`src/rtl/pc_fetch_ctrl.sv`:
```
// rtl/pc_fetch_ctrl.sv - program-counter fetch sequencer with single outstanding imem request
// Owns the fetch PC, issues one request at a time and hands instructions to decode.
module pc_fetch_ctrl #(
  parameter logic [31:0] RESET_PC = 32'h0000_0000,
  parameter logic [31:0] PC_STEP  = 32'h0000_0004
) (
  input  logic        clk,
  input  logic        reset,
  output logic        imem_req,
  output logic [31:0] imem_addr,
  input  logic        imem_gnt,
  input  logic        imem_rvalid,
  input  logic [31:0] imem_rdata,
  input  logic        branch_taken,
  input  logic [31:0] branch_target,
  output logic        instr_valid,
  input  logic        instr_ready,
  output logic [31:0] instr,
  output logic [31:0] instr_pc,
  output logic        misalign_err,
  output logic [31:0] fetch_cnt
);

  typedef enum logic [1:0] {
    IDLE = 2'd0,
    REQ  = 2'd1,
    WAIT = 2'd2,
    OUT  = 2'd3
  } state_t;

  state_t      state;
  logic [31:0] pc;
  logic [31:0] fetch_pc;
  logic        kill;
  logic [31:0] target;

  assign target      = {branch_target[31:2], 2'b00};
  assign imem_req    = (state == REQ);
  assign imem_addr   = pc;
  assign instr_valid = (state == OUT);

  always_ff @(posedge clk or negedge reset) begin
    if (!reset) begin
      state        <= IDLE;
      pc           <= RESET_PC;
      fetch_pc     <= RESET_PC;
      kill         <= 1'b0;
      instr        <= 32'h0;
      instr_pc     <= 32'h0;
      misalign_err <= 1'b0;
      fetch_cnt    <= 32'h0;
    end else begin
      misalign_err <= branch_taken && (branch_target[1:0] != 2'b00);
      case (state)
        IDLE: begin
          if (branch_taken) pc <= target;
          state <= REQ;
        end
        REQ: begin
          if (branch_taken) begin
            pc <= target;
            // A grant racing the redirect is a wrong-path fetch; drain it killed.
            if (imem_gnt) begin
              fetch_pc <= pc;
              kill     <= 1'b1;
              state    <= WAIT;
            end
          end else if (imem_gnt) begin
            fetch_pc <= pc;
            pc       <= pc + PC_STEP;
            state    <= WAIT;
          end
        end
        WAIT: begin
          if (branch_taken) begin
            pc <= target;
            if (imem_rvalid) begin
              kill  <= 1'b0;
              state <= REQ;
            end else begin
              kill <= 1'b1;
            end
          end else if (imem_rvalid) begin
            if (kill) begin
              kill  <= 1'b0;
              state <= REQ;
            end else begin
              instr    <= imem_rdata;
              instr_pc <= fetch_pc;
              state    <= OUT;
            end
          end
        end
        OUT: begin
          if (branch_taken) begin
            pc    <= target;
            state <= REQ;
          end else if (instr_ready) begin
            fetch_cnt <= fetch_cnt + 32'h1;
            state     <= REQ;
          end
        end
        default: state <= IDLE;
      endcase
    end
  end

endmodule
```
`config.mk`:
```
export PLATFORM = sky130hd
export DESIGN_NAME = pc_fetch_ctrl
export DESIGN_NICKNAME = d
export VERILOG_FILES = /design/src/rtl/pc_fetch_ctrl.sv
export SDC_FILE = /design/constraint.sdc
export NUM_CORES = 1
export LEC_CHECK = 0
export CAP_MARGIN = 10
export CORE_ASPECT_RATIO = 1.4
export CORE_MARGIN = 5
export CORE_UTILIZATION = 40
export CTS_BUF_LIST = sky130_fd_sc_hd__clkbuf_16
export CTS_CLUSTER_SIZE = 28
export DETAILED_ROUTE_END_ITERATION = 8
export DONT_BUFFER_PORTS = 1
export SLEW_MARGIN = 20
export SYNTH_ARGS = -nofsm -noshare
export SYNTH_HDL_FRONTEND = slang
export SYNTH_SLANG_ARGS = --single-unit
```
`constraint.sdc`:
```
create_clock -name clk -period 2.87 [get_ports clk]
set_input_delay 0.4305 -clock clk [delete_from_list [all_inputs] [get_ports clk]]
set_output_delay 0.4305 -clock clk [all_outputs]
set_load 0.01 [all_outputs]
```
==> metrics.cfg <==
[layout]
instances_no_fill=772
drive_above_1_share_pct=22.7
antenna_cells=0
utilization_pct=45.2
final_nets=631
area_growth_pct=11.3
stdcell_area_mm2=0.00757

[grt]
grt_overflow=0
grt_pass1_vias=4612
grtUsageMet3_pct=7.34
top_usage_layer=met2
grt_util_all_layers_pct=16.4
grt_use_met1_pct=18.3
antenna_found_initial=0
gr-usage-met2_pct=28.1
grt_max_degree=159
grt_first_pass_wirelength_um=25500

[placement]
io_buffers=0
place_area_mm2=0.00698
gp_congestion=0.788
dp_hpwl_um=11200
dp.cells=740
place_ws_ns=0.299

[die]
core_mm2=0.0167
io_pins=201
die_y_um=164
dieArea_mm2=0.0197
die_w_um=120
row_count=56
initial_core_util_pct=40.6

[cts]
cts.sinks=158
clkLatencyLatePin_ns=0.42
cts.repair.resized=0
cts_root_buffer=clkbuf_16
cts_tree=yes
htreeDepth=4
post_cts_buffers=0
clockBufferDepth=2
clk_pin_slew_ns=0.06
cts_buffers=17

[timing]
slew_headroom_pct=38.3
timing.setup.tns_ns=0
finalCritPeriodShare_pct=90.4
report.final.slew_viol_count=0
setup_viol=0
skew_ns=0.00993
hold_violations=158
period_minus_slack_ns=2.60
rsz0062_at_grt=no
fmax_ghz=0.385
worst_pin_slew_ns=0.920
timing.hold.ws_ns=-0.289
layout_setup_ws_ns=0.274

[synthesis]
ys_types=41
synth_edf_count=0
async_reset_ff_share_pct=100
synthCells=559
avgSynthCellArea_um2=12.2
synth_area_mm2=0.00680
synth-seq-cells=158
seq_area_frac_synth_pct=58.1
synth_warnings=0
synthFlopType=dfrtp_1

[status]
violations=negative hold slack
status=complete, but fails checks

[critical_path]
critPathMaxFanout=13
cp_cell_sequence=inv_1, ha_1, and4_1, nand3_1, or4_1, a31oi_1
required_ns=3.20
cp_top_family=simple AND/OR/NAND/NOR gates
arrival_ns=2.92
critPathKind=reg2reg
start_kind=flop
rr_worst_depth=6
path_depth=6
cp-end-kind=flop
cp_slowest_cell=or4_1
path_buf_inv=1
max_stage_delay_ns=0.63

[worst_hold_path]
hp-class=in2async

[power]
power_density_mw_per_mm2=792
total_power_mw=6.00
ir_worst_vdd_uv=421
leakage_nw=3.32

[routing]
drc=0
routed_via_density=5.66
drt_iter0_drc=217
post_drt_wl_per_cell_um=20.3
drt_wl_total_um=15700
dr.pass1.iters=4
vias=4371
final_antenna_net_count=0

[run]
drv_cap=0

==> area by class of cell <==
cell class	instances	area, um^2
Timing Repair Buffer	4	42.5
Tap cell	203	254
Clock buffer	17	425
Multi-Input combinational cell	361	2680
Fill cell	1541	9180
Sequential cell	158	3950
Clock inverter	15	161
Inverter	14	52.6
==> flip-flops by register name (all words and copies together), names as in the netlist <==
| register | count |
|---|---|
| instr_pc | 30 |
| fetch_pc | 30 |
| state | 2 |
| imem_addr | 30 |
| fetch_cnt | 32 |
| misalign_err | 1 |
| kill | 1 |
| instr | 32 |
==> placed cells by master, fill, tap and decap left out, types with 14 or more instances in the layout <==
cell       instances
clkbuf_16         17
nor2_1            27
o31ai_1           14
o21ai_0           22
nand4_1           20
mux2_2            88
nand2_1           40
a31oi_1           16
nand3_1           27
xnor2_1           32
dfrtp_1          158
==> power by group <==
| group | switching [mW] | internal [mW] | leakage (nW) |
|---|---|---|---|
| logic | 0.312 | 0.398 | 0.991 |
| clock network | 0.938 | 1.30 | 0.278 |
| registers | 0.417 | 2.64 | 2.05 |
| total | 1.67 | 4.33 | 3.32 |
==> worst paths after layout <==
kind / slack, ns / endpoint / startpoint
setup reg to reg: 0.27 / imem_addr[22] / state[1]
hold reg to reg: 0.48 / fetch_pc[26] / fetch_pc[26]
min in group clk: 0.12 / imem_addr[26] / branch_taken
setup / recovery: 0.27 / imem_addr[22] / state[1]
max in group asynchronous: 2.96 / instr_pc[11] / reset
hold / removal: -0.29 / instr[9] / reset
==> cells by family after synthesis <==
| logic type | synth area share, % |
|---|---|
| compound gates | 5.70 |
| xor+xnor | 5.28 |
| fa+ha+maj | 0.920 |
| buf+inv | 2.70 |
| flops | 58.1 |
| mux | 14.7 |
| other cells | 0.0551 |
| simple gates | 12.5 |
==> cells in the mapped netlist (2+ instances only) <==
master	instances	share of area, %
inv_1	13	0.72
nand3_1	27	2.0
o31ai_1	14	1.5
nor2_1	27	1.5
nand4_1	20	1.8
and4_1	6	0.77
a31oi_1	16	1.5
nor4_1	4	0.37
mux2_2	88	15
or4_1	13	1.4
nand2_1	40	2.2
and2_1	3	0.28
o31a_1	2	0.26
nor3_1	3	0.22
or3_1	5	0.46
xor2_1	9	1.2
clkbuf_1	21	1.2
o21ai_0	22	1.6
and3_1	6	0.55
dfrtp_1	158	58
xnor2_1	32	4.1
buf_1	3	0.17
ha_1	5	0.92
buf_4	4	0.44
a21oi_1	2	0.15
==> layer usage <==
layer  share of wire (%)  vias up
met5                   0        -
met4                 1.5        0
met3                  11       21
met2                  51      178
met1                  36     2177
li1                    -     1995
(Power assumes the default switching activity.)
